`src/rtl/updown_counter_pkg.sv`:
```
// rtl/updown_counter_pkg.sv - shared types and helpers for the up/down modulo counter
package updown_counter_pkg;

  typedef enum logic [1:0] {IDLE, DELAY, REPEAT} state_t;
  typedef enum logic [1:0] {NONE, UP, DOWN} dir_t;

  // Timer must hold the larger of the two reload values
  function automatic int timer_width(input int delay, input int period);
    int m;
    m = (delay > period) ? delay : period;
    return $clog2(m + 1);
  endfunction

endpackage

```
`src/rtl/updown_mod_counter_if.sv`:
```
// rtl/updown_mod_counter_if.sv - control and status bundle of the up/down modulo counter
interface updown_mod_counter_if #(
  parameter int WIDTH = 3
);
  logic             enable;
  logic             up;
  logic             down;
  logic             load;
  logic [WIDTH-1:0] load_val;
  logic [WIDTH-1:0] out;
  logic             at_max;
  logic             at_min;
  logic             step;
  logic             wrapped;

  modport master (
    output enable, up, down, load, load_val,
    input  out, at_max, at_min, step, wrapped
  );

  modport slave (
    input  enable, up, down, load, load_val,
    output out, at_max, at_min, step, wrapped
  );
endinterface

```
`src/rtl/sync_chain.sv`:
```
// rtl/sync_chain.sv - multi-flop synchroniser for an asynchronous level input
module sync_chain #(
  parameter int STAGES = 2
) (
  input  logic clk,
  input  logic reset,
  input  logic d_i,
  output logic q_o
);

  logic [STAGES-1:0] sync_q;

  // Shift the raw level through the chain; oldest sample is the output
  always_ff @(posedge clk or negedge reset) begin
    if (!reset) sync_q <= '0;
    else        sync_q <= {sync_q[STAGES-2:0], d_i};
  end

  assign q_o = sync_q[STAGES-1];

endmodule

```
`src/rtl/updown_mod_counter.sv`:
```
// rtl/updown_mod_counter.sv - modulo up/down counter with button auto-repeat
module updown_mod_counter
  import updown_counter_pkg::*;
#(
  parameter int WIDTH         = 3,
  parameter int MAX_VAL       = 5,
  parameter int WRAP          = 1,
  parameter int SYNC_STAGES   = 2,
  parameter int REPEAT_DELAY  = 12_500_000,
  parameter int REPEAT_PERIOD = 2_500_000
) (
  input logic                 clk,
  input logic                 reset,
  updown_mod_counter_if.slave bus
);

  localparam int               TW        = timer_width(REPEAT_DELAY, REPEAT_PERIOD);
  localparam logic [WIDTH-1:0] MAXV      = WIDTH'(MAX_VAL);
  localparam logic [TW-1:0]    DELAY_LD  = TW'(REPEAT_DELAY - 1);
  localparam logic [TW-1:0]    PERIOD_LD = TW'(REPEAT_PERIOD - 1);

  if (WIDTH < 1 || MAX_VAL < 1 || MAX_VAL > (2 ** WIDTH) - 1) begin : g_bad_max
    $fatal(1, "updown_mod_counter: MAX_VAL does not fit WIDTH");
  end
  if (SYNC_STAGES < 2) begin : g_bad_sync
    $fatal(1, "updown_mod_counter: SYNC_STAGES must be at least 2");
  end
  if (REPEAT_DELAY < 1 || REPEAT_PERIOD < 1) begin : g_bad_repeat
    $fatal(1, "updown_mod_counter: repeat timing must be at least 1");
  end

  logic             up_s, down_s;
  dir_t             req;
  state_t           state_q, state_d;
  dir_t             dir_q, dir_d;
  logic [TW-1:0]    timer_q, timer_d;
  logic [WIDTH-1:0] cnt_q, cnt_d;
  logic             step_q, step_d;
  logic             wrapped_q, wrapped_d;
  logic             fire;

  sync_chain #(.STAGES(SYNC_STAGES)) u_sync_up (
    .clk(clk), .reset(reset), .d_i(bus.up), .q_o(up_s)
  );

  sync_chain #(.STAGES(SYNC_STAGES)) u_sync_down (
    .clk(clk), .reset(reset), .d_i(bus.down), .q_o(down_s)
  );

  // Decode the synchronised buttons; both pressed counts as no request
  always_comb begin
    req = NONE;
    if (up_s && !down_s)      req = UP;
    else if (down_s && !up_s) req = DOWN;
  end

  // Auto-repeat FSM, timer and step arithmetic
  always_comb begin
    state_d   = state_q;
    dir_d     = dir_q;
    timer_d   = timer_q;
    cnt_d     = cnt_q;
    step_d    = 1'b0;
    wrapped_d = 1'b0;
    fire      = 1'b0;

    if (bus.load) begin
      cnt_d   = (bus.load_val > MAXV) ? MAXV : bus.load_val;
      state_d = IDLE;
      dir_d   = NONE;
      timer_d = '0;
    end else if (!bus.enable) begin
      state_d = IDLE;
      dir_d   = NONE;
      timer_d = '0;
    end else begin
      case (state_q)
        IDLE: begin
          if (req != NONE) begin
            fire    = 1'b1;
            dir_d   = req;
            timer_d = DELAY_LD;
            state_d = DELAY;
          end
        end
        DELAY, REPEAT: begin
          // Any change of request, including a direction swap, restarts from IDLE
          if (req != dir_q) begin
            state_d = IDLE;
            dir_d   = NONE;
            timer_d = '0;
          end else if (timer_q == '0) begin
            fire    = 1'b1;
            timer_d = PERIOD_LD;
            state_d = REPEAT;
          end else begin
            timer_d = timer_q - TW'(1);
          end
        end
        default: state_d = IDLE;
      endcase

      // A saturated step leaves the count alone and raises no pulse
      if (fire) begin
        if (req == UP) begin
          if (cnt_q != MAXV) begin
            cnt_d  = cnt_q + WIDTH'(1);
            step_d = 1'b1;
          end else if (WRAP != 0) begin
            cnt_d     = '0;
            step_d    = 1'b1;
            wrapped_d = 1'b1;
          end
        end else begin
          if (cnt_q != '0) begin
            cnt_d  = cnt_q - WIDTH'(1);
            step_d = 1'b1;
          end else if (WRAP != 0) begin
            cnt_d     = MAXV;
            step_d    = 1'b1;
            wrapped_d = 1'b1;
          end
        end
      end
    end
  end

  // State, timer, count and registered pulse outputs
  always_ff @(posedge clk or negedge reset) begin
    if (!reset) begin
      state_q   <= IDLE;
      dir_q     <= NONE;
      timer_q   <= '0;
      cnt_q     <= '0;
      step_q    <= 1'b0;
      wrapped_q <= 1'b0;
    end else begin
      state_q   <= state_d;
      dir_q     <= dir_d;
      timer_q   <= timer_d;
      cnt_q     <= cnt_d;
      step_q    <= step_d;
      wrapped_q <= wrapped_d;
    end
  end

  assign bus.out     = cnt_q;
  assign bus.at_max  = (cnt_q == MAXV);
  assign bus.at_min  = (cnt_q == '0);
  assign bus.step    = step_q;
  assign bus.wrapped = wrapped_q;

endmodule

```
`src/flat_wrapper.sv`:
```
// flat-port wrapper written by rule: the top's interface ports become plain ports
module updown_mod_counter_flat import updown_counter_pkg::*;
#(
  parameter int WIDTH         = 3,
  parameter int MAX_VAL       = 5,
  parameter int WRAP          = 1,
  parameter int SYNC_STAGES   = 2,
  parameter int REPEAT_DELAY  = 12_500_000,
  parameter int REPEAT_PERIOD = 2_500_000
)
  (clk, reset, bus_enable, bus_up, bus_down, bus_load, bus_load_val, bus_out, bus_at_max, bus_at_min, bus_step, bus_wrapped);
  updown_mod_counter_if #(.WIDTH(WIDTH)) bus_i ();
  input logic clk;
  input logic reset;
  input wire logic [$bits(bus_i.enable)-1:0] bus_enable;
  input wire logic [$bits(bus_i.up)-1:0] bus_up;
  input wire logic [$bits(bus_i.down)-1:0] bus_down;
  input wire logic [$bits(bus_i.load)-1:0] bus_load;
  input wire logic [$bits(bus_i.load_val)-1:0] bus_load_val;
  output wire logic [$bits(bus_i.out)-1:0] bus_out;
  output wire logic [$bits(bus_i.at_max)-1:0] bus_at_max;
  output wire logic [$bits(bus_i.at_min)-1:0] bus_at_min;
  output wire logic [$bits(bus_i.step)-1:0] bus_step;
  output wire logic [$bits(bus_i.wrapped)-1:0] bus_wrapped;
  assign bus_i.enable = bus_enable;
  assign bus_i.up = bus_up;
  assign bus_i.down = bus_down;
  assign bus_i.load = bus_load;
  assign bus_i.load_val = bus_load_val;
  assign bus_out = bus_i.out;
  assign bus_at_max = bus_i.at_max;
  assign bus_at_min = bus_i.at_min;
  assign bus_step = bus_i.step;
  assign bus_wrapped = bus_i.wrapped;
  updown_mod_counter #(.WIDTH(WIDTH), .MAX_VAL(MAX_VAL), .WRAP(WRAP), .SYNC_STAGES(SYNC_STAGES), .REPEAT_DELAY(REPEAT_DELAY), .REPEAT_PERIOD(REPEAT_PERIOD)) u_core (.clk(clk), .reset(reset), .bus(bus_i));
endmodule
```
`config.mk`:
```
export PLATFORM = sky130hd
export DESIGN_NAME = updown_mod_counter_flat
export DESIGN_NICKNAME = d
export VERILOG_FILES = /design/src/rtl/updown_counter_pkg.sv /design/src/rtl/updown_mod_counter_if.sv /design/src/rtl/sync_chain.sv /design/src/rtl/updown_mod_counter.sv /design/src/flat_wrapper.sv
export SDC_FILE = /design/constraint.sdc
export NUM_CORES = 1
export LEC_CHECK = 0
export ABC_AREA = 1
export ABC_CLOCK_PERIOD_IN_PS = 2100
export CORE_UTILIZATION = 36
export CTS_CLUSTER_DIAMETER = 80
export CTS_CLUSTER_SIZE = 16
export DETAILED_ROUTE_END_ITERATION = 8
export PLACE_DENSITY_LB_ADDON = 0.12
export REMOVE_ABC_BUFFERS = 1
export SLEW_MARGIN = 40
export SYNTH_ARGS = -nofsm -noshare
export SYNTH_HDL_FRONTEND = slang
export SYNTH_SLANG_ARGS = --single-unit
```
`constraint.sdc`:
```
create_clock -name clk -period 2.1 [get_ports clk]
set_input_delay 0.21 -clock clk [delete_from_list [all_inputs] [get_ports clk]]
set_output_delay 0.21 -clock clk [all_outputs]
set_load 0.02 [all_outputs]
```
# Word-level counts from Yosys, hierarchy flattened
# Cells that the tools add are included.
# totals
ramBits,0
register_bits,37
out_inout_bits,7
input_bits,9
mem_bits_ro,0
n_memories,0
latchBits,0
# op_classes
magnitude_cmp,1
eq_ne,10
mul,0
mux,41
div,0
reduce_logical,16
add_sub_neg,3
n_bitwise,0
n_shift,0
# op_table
op,count
2-to-1 mux 24 bit,5
one-hot mux 24 bit (2 select lines),1
zero test 24 bit,1
"subtractor 24 x 1 -> 24 bit, second input constant",1
2-to-1 mux 2 bit,11
2-to-1 mux 3 bit,7
2-to-1 mux 1 bit,14
"!= test 4 x 3 -> 1 bit, second input constant",2
one-hot mux 2 bit (2 select lines),2
AND reduction 2 bit,3
nonzero test 2 bit,3
"!= test 5 x 3 -> 1 bit, second input constant",1
"equality test 2 x 1 -> 1 bit, second input constant",2
"!= test 4 x 1 -> 1 bit, second input constant",1
"adder 3 x 1 -> 3 bit, second input constant",1
"equality test 3 bit, second input constant",1
"greater-than comparator 3 bit, second input constant",1
zero test 3 bit,1
"!= test 3 bit, second input constant",1
AND reduction 3 bit,1
nonzero test 3 bit,1
"subtractor 3 x 1 -> 3 bit, second input constant",1
"equality test 2 bit, second input constant",1
logical AND 1 bit,2
5 further kinds,6

# Depth between registers and ports, before layout
# Gate-level depths: netlist (run 1).
# logic_depth
depth_word,12
mapped_depth,11
ltp_nobuf,11

# Cells and area by module
# From an unflattened synthesis (run 1), not the netlist that was laid out.
# hier_totals
cells_unflattened,355
hier_area_um2,2531.2
# by_module_without_submodules
mod,instances,area_per_inst_um2,cells_each,seq_area_each_um2
updown_mod_counter,1,2431.1,351,825.8
sync_chain,2,50.0,2,50.0

# Worst setup path after synthesis (run 1)
# OpenSTA, ideal clock, no wires.
# synth_timing
path_type,register to register
start,register u_core.timer_q[0]
end,register u_core.timer_q[22]
n_path_buf,0
arrival_ns,1.400
setup_time_ns,0.121
required_ns,1.979
setup_slack_ns,0.580
path_stages_with_launch,10
cell_sequence,dfrtp_1 > inv_1 > ha_1 > nand2_4 > nor2_8 > nand2_2 > nor3_4 > nand2_1 > xor2_1 > nor2_2
# synth_between
elab_chain_cells,6
word_cells_on_any_way,7
classes_between,add/sub: 1; mux: 5; reduce/logical: 1
# synth_rtl
item,line,source
start: declaration,updown_mod_counter.sv:36,"logic [TW-1:0] timer_q, timer_d;"
start signal: assignment,updown_mod_counter.sv:140,timer_q <= timer_d;
subtractor 24 x 1 -> 24 bit / zero test 24 bit (equally long branches),"updown_mod_counter.sv:97, updown_mod_counter.sv:92",
2-to-1 mux 24 bit *,updown_mod_counter.sv:92,end else if (timer_q == '0) begin
2-to-1 mux 24 bit *,updown_mod_counter.sv:88,if (req != dir_q) begin
one-hot mux 24 bit (2 select lines) *,updown_mod_counter.sv:77,case (state_q)
2-to-1 mux 24 bit *,updown_mod_counter.sv:72,end else if (!bus.enable) begin
2-to-1 mux 24 bit *,updown_mod_counter.sv:67,if (bus.load) begin
# Every way passes the cells marked *; elsewhere a longest branch is shown, timed or not.
# A chain may end at the register's enable or synchronous reset.

# Worst setup path after layout (run 1)
# layout_timing
start,register u_core.cnt_q[1] (netlist: u_core.bus.out[1])
end,output port bus_at_min
# layout_between
elab_chain_cells,1
# layout_rtl
item,line,source
start: declaration,updown_mod_counter.sv:37,"logic [WIDTH-1:0] cnt_q, cnt_d;"
start signal: assignment,updown_mod_counter.sv:141,cnt_q <= cnt_d;
zero test 3 bit,updown_mod_counter.sv:149,assign bus.at_min = (cnt_q == '0);
end: declaration,flat_wrapper.sv:22,output wire logic [$bits(bus_i.at_min)-1:0] bus_at_min;
# Every way passes these cells.

==> results of run 1 <==
worst min path at each step:
stage                                           to  slack, ps  start
finish              u_core.timer_q[12]$_DFFE_PN0P_        330  reset
global route        u_core.timer_q[18]$_DFFE_PN0P_        350  reset
CTS                 u_core.timer_q[18]$_DFFE_PN0P_        330  reset
detailed placement  u_core.timer_q[12]$_DFFE_PN0P_        110  reset
global placement    u_core.timer_q[12]$_DFFE_PN0P_        110  reset
floorplan            u_core.bus.out[0]$_DFFE_PN0P_        -90  reset
cells by family after synthesis:
kind of cell               share of synthesized area
and+or+nand+nor                                0.381
AOI/OAI and AO/OA                             0.0810
adders and majority gates                     0.0407
buffers and inverters                         0.0631
xor gates and xnor gates                      0.0570
DFF                                            0.377
flip-flops by register name, summed over array words and instances, names as in the netlist:
| signal | flops |
|---|---|
| u_core.bus.out | 3 |
| u_core.bus.step | 1 |
| u_core.bus.wrapped | 1 |
| u_core.dir_q | 2 |
| u_core.state_q | 2 |
| u_core.timer_q | 24 |
| u_core.u_sync_down.sync_q | 2 |
| u_core.u_sync_up.sync_q | 2 |
power by group through the flow:
| stage | Clock, W | Combinational, W | Sequential, W |
|---|---|---|---|
| finish | 0.000655 | 0.000716 | 0.000831 |
| global route | 0.000702 | 0.000815 | 0.000840 |
| CTS | 0.000676 | 0.000719 | 0.000831 |
| detailed placement | 0 | 0.000714 | 0.000844 |
| global placement | 0 | 0.000715 | 0.000845 |
| floorplan | 0 | 0.000503 | 0.000846 |
repair_timing:
item / CTS / global route
hold endpoints to repair: 10 / 0
hold buffers: 1 / 0
gates resized for setup: 0 / 0
through the flow:
| stage | instance area [µm²] | std cells | setup slack, ps | hold slack [ps] |
|---|---|---|---|---|
| 6_report | 2840 | 442 | 210 | 327 |
| 5_1_grt | 2840 | 442 | 93.9 | 351 |
| 4_1_cts | 2840 | 442 | 190 | 333 |
| 3_5_place_dp | 2720 | 433 | 214 | 112 |
| 3_3_place_gp | 2720 | 433 | 250 | 110 |
| 2_1_floorplan | 2440 | 336 | 500 | -85.6 |
layer usage:
layer	global-route usage	routed length, µm	part of all wire	up-vias
met5	0	0	0	-
met4	0.0462	59	0.010	0
met3	0.0324	257	0.044	6
met2	0.297	2600	0.45	43
met1	0.245	2880	0.50	981
li1	-	-	-	1122
Yosys cell counts (3+ instances only):
master / instances / area, µm²
nand2_1: 109 / 409
nor2_1: 40 / 150
dfrtp_1: 37 / 926
inv_1: 30 / 113
nand3_1: 29 / 145
o21ai_0: 13 / 65.1
a21oi_1: 10 / 50.1
xor2_1: 9 / 78.8
ha_1: 8 / 100
xnor2_1: 7 / 61.3
nand2_2: 5 / 31.3
o21ai_1: 5 / 25.0
nand4_1: 4 / 25.0
nor2_2: 4 / 25.0
buf_2: 3 / 15.0
nand2_4: 3 / 33.8
nor2_4: 3 / 33.8
o22ai_1: 3 / 18.8
worst max-delay path: cells and delay by family (launching register included):
| kind | cells | cell delay (ps) |
|---|---|---|
| buffers and inverters | 3 | 730 |
| AND/OR/NAND/NOR | 1 | 70 |
| flip-flops | 1 | 440 |
| adder cells (fa/ha/maj) | 1 | 160 |
final cells by class:
type | count | area, µm²
inverters | 35 | 136
well taps | 77 | 96.3
repair buffers | 21 | 193
clock inverters | 1 | 30.0
multi-input cells | 264 | 1380
fillers | 671 | 3610
clock buffers | 7 | 86.3
flip-flops and latches | 37 | 926
==> metrics.txt, run 1 <==
status finished, final reports clean; layout cells sized above 1 0.101; # diodes 0; Max-Cap Viols 0; global-route wire length before repair 10100 µm; maximum fanout along the worst path 6; clk slew on worst S/H paths 80 ps; Die Wd between 80 and 90 µm; ys flop type dfrtp_1; per-cell routed wire length approximately 13 µm; pwr dens 775 nW/µm²; H-tree levels 2; Crit path largest cell delay 610 ps; Area growth syn-to-layout 15.7%; RR Endpoint u_core.timer_q[3]$_DFFE_PN0P_; site row count 29; synth warn 0; sequential power share 0.377; setup violators final 0; Leakage Power around 1.4 nW; Tmin final 1890 ps; critical path, cell by cell inv_1 -> nand2_1 -> inv_1 -> ha_1 -> clkdlybuf4s50_1; Cells after Synth 340; TritonCTS clock tree done; Setup TNS Final 0 ps; Setup crit start u_core.bus.out[1]$_DFFE_PN0P_; Global Route Usage Sum 0.180; setup bufs post-CTS 0; Die ar. 7160 µm²; hpwl dp ~4300 µm; port bufs 15; Initial Util 0.380; Final ANT Viol Nets 0; critical path class reg2out; Hold Path Class in2async; final hold violation count 0; CTS root buf clkbuf_8; largest net degree at the start of global routing 28; syn avg cell area 7.23 µm²; final WL slightly below 6000 µm; CP Capture Type output port; commonest non-fill, non-tap cells in the layout nand2_1, nor2_1, dfrtp_1; vias between 2000 and 2500; GP Congestion approximately 0.83; startpoint types flip-flop; Core Region 6460 µm²; Remaining DRCs 0; most common cell after layout, fill and taps aside nand2_1; cell mode on critical path inv_1; vias in the first global route 2077; Sw Share 0.354; Slew headroom 0.752; total grt overflow 0; Vias/cell roughly 4.9; Critical Path RT 1890 ps; Worst VDD drop around 0.43 mV; RSZ-0062 raised after global routing false; Net Sw Power 0.000779 W; Overall Power 0.00220 W; slowest stage cell, crit path clkdlybuf4s50_1; Fmax achieved 0.529 GHz; Yosys reg bits 37; starting DRC count in detailed routing 161; Mapped Area 2460 µm²; cell-internal power 0.00142 W; crit path to bus_at_min; Initial DRT Pass Iterations 4; Ports 16; clk_lat worst skew 290 ps; Critical Path AT 1680 ps; Unique masters post-synth 30; CTS Buffer Depth 2; clock buffers created by TritonCTS 5; number of synthesized flops with an enable pin 0; Register-to-Register Path Depth 9; period utilization 0.900; clk sinks 37; r2r startpoint u_core.timer_q[0]$_DFFE_PN0P_; Post-synth ARST share 1.00; clock share of power 0.297; initial antenna violation count 0; Comb pwr share 0.325; Layout Skew 5.97 ps; post-synthesis sequential area ratio 0.377; Slew Limit Fails 0; Worst-Margin Slew 372 ps; fin nets ~380; die height 84.6 µm; Final Util 0.440; reg2reg setup slack about 350 ps
Power figures use the tool's default switching activity.
==> inputs of run 2 (changes only) <==
Settings changed: ABC_CLOCK_PERIOD_IN_PS 2100 to 2000.
Clock period 2.1 ns to 2 ns, I/O delays scaled along.
==> run 2 against run 1 <==
  * Core utilization up 0.12 points
  * Flip-flop and latch count is the same
  * Hold slack lost 26 ps
  * First-iteration DRC count is 40% lower
  * Die area did not move
  * Largest cell class unchanged
==> metrics.txt, run 2 (synthesized netlist as in run 1, its figures left out) <==
setup bufs post-CTS 0; Critical Path AT 1700 ps; # diodes 0; setup violators final 0; Worst-Margin Slew 384 ps; Initial DRT Pass Iterations 4; Die ar. 7160 µm²; Max-Cap Viols 0; hpwl dp 4500 µm; largest net degree at the start of global routing 15; startpoint types flip-flop; CTS root buf clkbuf_8; Hold Path Class in2async; most common cell after layout, fill and taps aside nand2_1; pwr dens between 700 and 800 nW/µm²; total grt overflow 0; CTS Buffer Depth 2; initial antenna violation count 0; Initial Util 0.380; Worst VDD drop 0.396 mV; Core Region 6460 µm²; Tmin final roughly 1900 ps; period utilization 0.950; starting DRC count in detailed routing 96; port bufs 15; Fmax achieved 0.526 GHz; Leakage Power 1.42 nW; clock buffers created by TritonCTS 5; Reg with most FFs u_core.timer_q; Layout Skew 5.57 ps; final hold violation count 0; Setup TNS Final 0 ps; Area growth syn-to-layout 16.0%; fin nets roughly 390; layout cells sized above 1 0.116; Die Wd 84.6 µm; H-tree levels 2; clk sinks 37; Slew Limit Fails 0; Global Route Usage Sum 0.185; Vias/cell 4.99; final WL just under 6000 µm; critical path class reg2out; GP Congestion 0.821; per-cell routed wire length 13.3 µm; Remaining DRCs 0; TritonCTS clock tree done; maximum fanout along the worst path 6; die height 84.6 µm; vias 2232; Critical Path RT roughly 1800 ps; Slew headroom 0.743; Final ANT Viol Nets 0; site row count 29; vias in the first global route 2100; Final Util 0.441; clk_lat worst skew 300 ps; Largest register FFs 24; commonest non-fill, non-tap cells in the layout nand2_1, nor2_1, dfrtp_1; status finished, final reports clean; Ports 16; RSZ-0062 raised after global routing false; CP Capture Type output port; clk slew on worst S/H paths 80 ps; global-route wire length before repair 10200 µm
[run 2: metal layers]
metal / up-vias / GRT usage / part of all wire
met2: 41 / 0.302 / 0.46
met3: 10 / 0.0354 / 0.035
li1: 1139 / - / -
met1: 1042 / 0.241 / 0.49
met4: 0 / 0.0724 / 0.018
met5: - / 0 / 0
[run 2: path summary, 6_finish.rpt]
check                                                            start                                      to  slack (ps)  cells past startpoint
min in group clk                                              bus_down  u_core.u_sync_down.sync_q[0]$_DFF_PN0_         340                      1
worst min-delay path                                             reset          u_core.timer_q[13]$_DFFE_PN0P_         300                      2
worst max-delay path                     u_core.bus.out[1]$_DFFE_PN0P_                              bus_at_min         100                      5
max in group asynchronous                                        reset            u_core.bus.wrapped$_DFF_PN0_        1200                      3
worst min register to register  u_core.u_sync_down.sync_q[0]$_DFF_PN0_  u_core.u_sync_down.sync_q[1]$_DFF_PN0_         350                      0
worst max register to register  u_core.u_sync_down.sync_q[1]$_DFF_PN0_          u_core.timer_q[11]$_DFFE_PN0P_         270                      8
[run 2: final cells by class]
type                            count  area (µm²)
Multi-Input combinational cell    264        1380
Inverter                           35         136
Clock inverter                      3        17.5
Tap cell                           77        96.3
Timing Repair Buffer               26         230
Clock buffer                        5        68.8
Sequential cell                    37         926
Fill cell                         673        3610
[run 2: what timing repair did]
action	CTS	global route
endpoints found under the hold margin	10	0
resized for setup	0	0
hold buffers	1	0
[run 2: report_power, final]
| part | internal (W) | switching (W) |
|---|---|---|
| clock | 0.000241 | 0.000308 |
| combinational | 0.000294 | 0.000474 |
| sequential | 0.000805 | 0.0000681 |
[run 2: through the flow]
step / setup WS, ps / power (W) / area (µm²) / hold WS (ps) / std cells
3_3_place_gp: 294 / 0.00165 / 2760 / 108 / 438
2_1_floorplan: 400 / 0.00142 / 2440 / -95.6 / 336
5_1_grt: 44.2 / 0.00235 / 2850 / 325 / 447
4_1_cts: 89.8 / 0.00221 / 2850 / 316 / 447
3_5_place_dp: 259 / 0.00165 / 2760 / 113 / 438
6_report: 100 / 0.00219 / 2850 / 301 / 447
[run 2: critical path: stages (launching register included)]
cell and delay, ps:
dfrtp_1 440, inv_1 80, nand2_1 70, inv_1 60
ha_1 150, clkdlybuf4s50_1 600
==> inputs of run 3 (changes only) <==
--- a/config.mk
+++ b/config.mk
@@ -8,4 +8,6 @@
 export ABC_AREA = 1
 export ABC_CLOCK_PERIOD_IN_PS = 2000
+export CELL_PAD_IN_SITES_DETAIL_PLACEMENT = 1
+export CELL_PAD_IN_SITES_GLOBAL_PLACEMENT = 1
 export CORE_UTILIZATION = 36
 export CTS_CLUSTER_DIAMETER = 80
==> constraint.sdc (replaced) <==
create_clock -name clk -period 2 [get_ports clk]
set_input_delay 0.2 -clock clk [delete_from_list [all_inputs] [get_ports clk]]
set_output_delay 0.2 -clock clk [all_outputs]
set_load 0.05 [all_outputs]
==> run 3 against run 2 <==
  * Core utilization up 0.54 points
  * Total power up 14%
  * Hold slack better by 42 ps
  * Critical path type unchanged
==> metrics.txt, run 3 (synthesized netlist as in run 1, its figures left out) <==
die height 84.6 µm; Largest register FFs 24; CTS Hold Bufs 1; Setup TNS Final 0 ps; clk slew on worst S/H paths 80 ps; Initial DRT Pass Iterations 4; Critical path buffers and inverters 1; pwr dens ~860 nW/µm²; most common cell after layout, fill and taps aside nand2_1; Remaining DRCs 0; H-tree levels 2; Critical Path RT 1800 ps; Crit path largest cell delay 840 ps; starting DRC count in detailed routing 137; Die Wd 84.6 µm; Tmin final 1800 ps; Global Route Usage Sum 0.214; site row count 29; worst hold slack 343 ps; Die ar. 7160 µm²; Fmax achieved between 0.5 and 0.6 GHz; Setup Slack @ Placement 204 ps; placed instance area 2740 µm²; met2 WL 3180 µm; Reg with most FFs u_core.timer_q; Ports 16; CTS root buf clkbuf_8; global-route wire length before repair 11900 µm; Slew headroom 0.665; CP Capture Type output port; clock buffers created by TritonCTS 5; Vias/cell between 5 and 6; status finished, final reports clean; vias 2246; Hold Path Class in2reg; port bufs 15; per-cell routed wire length 15.0 µm; Max-Cap Viols 0; maximum fanout along the worst path 6; clk_lat worst skew around 300 ps; hpwl dp 5270 µm; Final Worst Setup Slack 202 ps; number of fill cells in the layout roughly 840; Metal-1 WL 3220 µm; critical path class reg2out; initial antenna violation count 0; final WL between 6000 and 7000 µm; commonest non-fill, non-tap cells in the layout nand2_1, nor2_1, dfrtp_1; fin nets between 300 and 400; placed insts 437; period utilization 0.899; Core Region 6460 µm²; total grt overflow 0; # diodes 0; Worst VDD drop roughly 0.41 mV; setup bufs post-CTS 0; uppermost layer routed met4; setup violators final 0; CTS Buffer Depth 2; final hold violation count 0; Critical Path AT 1600 ps; reg2reg setup slack 270 ps; Worst-Margin Slew 500 ps; post-cts resize count 0; largest net degree at the start of global routing 16; Leakage Power 1.44 nW; Area growth syn-to-layout 17.5%; slowest stage cell, crit path clkdlybuf4s50_1; GP Congestion 0.823; cell family with most CP delay buffers and inverters; TritonCTS clock tree done; critical path, cell by cell clkdlybuf4s50_1; startpoint types flip-flop; Slew Limit Fails 0; layout cells sized above 1 0.119; Initial Util 0.380; Layout Skew 7.91 ps; Design Area, Final 2890 µm²; non-filler cells, final 446; Final ANT Viol Nets 0; clk sinks 37; met3 wire len 205 µm; vias in the first global route 2416; RSZ-0062 raised after global routing false
run 3: per-layer routing:
layer	vias to the layer above	track usage
met5	-	0
met2	32	0.366
met3	7	0.0344
met1	1075	0.285
met4	0	0.0508
li1	1132	-
run 3: path summary, 6_finish.rpt:
path | cells after the start | from | endpoint
min in group asynchronous | 2 | reset | u_core.state_q[0]$_DFFE_PN0P_
worst min-delay path | 1 | bus_up | u_core.u_sync_up.sync_q[0]$_DFF_PN0_
worst max register to register | 8 | u_core.timer_q[12]$_DFFE_PN0P_ | u_core.timer_q[3]$_DFFE_PN0P_
worst max-delay path | 1 | u_core.bus.out[0]$_DFFE_PN0P_ | bus_out[0]
max in group asynchronous | 3 | reset | u_core.timer_q[6]$_DFFE_PN0P_
worst min register to register | 0 | u_core.u_sync_down.sync_q[0]$_DFF_PN0_ | u_core.u_sync_down.sync_q[1]$_DFF_PN0_
run 3: layout make-up:
| class | count | area, µm² | area share |
|---|---|---|---|
| Sequential cell | 37 | 926 | 0.321 |
| Tap cell | 77 | 96.3 | 0.0334 |
| Timing Repair Buffer | 25 | 218 | 0.0754 |
| Inverter | 35 | 136 | 0.0472 |
| Multi-Input combinational cell | 264 | 1380 | 0.477 |
| Clock inverter | 3 | 65.1 | 0.0225 |
| Clock buffer | 5 | 68.8 | 0.0238 |
run 3: report_power, final:
group | internal [W] | total, W | switching, W
logic | 0.000288 | 0.000838 | 0.000550
clock network | 0.000496 | 0.000778 | 0.000283
registers | 0.000806 | 0.000874 | 0.0000680
run 3: per-stage QoR:
| step | power, W | utilization |
|---|---|---|
| finish | 0.00249 | 0.447 |
| global route | 0.00266 | 0.447 |
| CTS | 0.00252 | 0.447 |
| detailed placement | 0.00173 | 0.425 |
| global placement | 0.00171 | 0.425 |
| floorplan | 0.00147 | - |
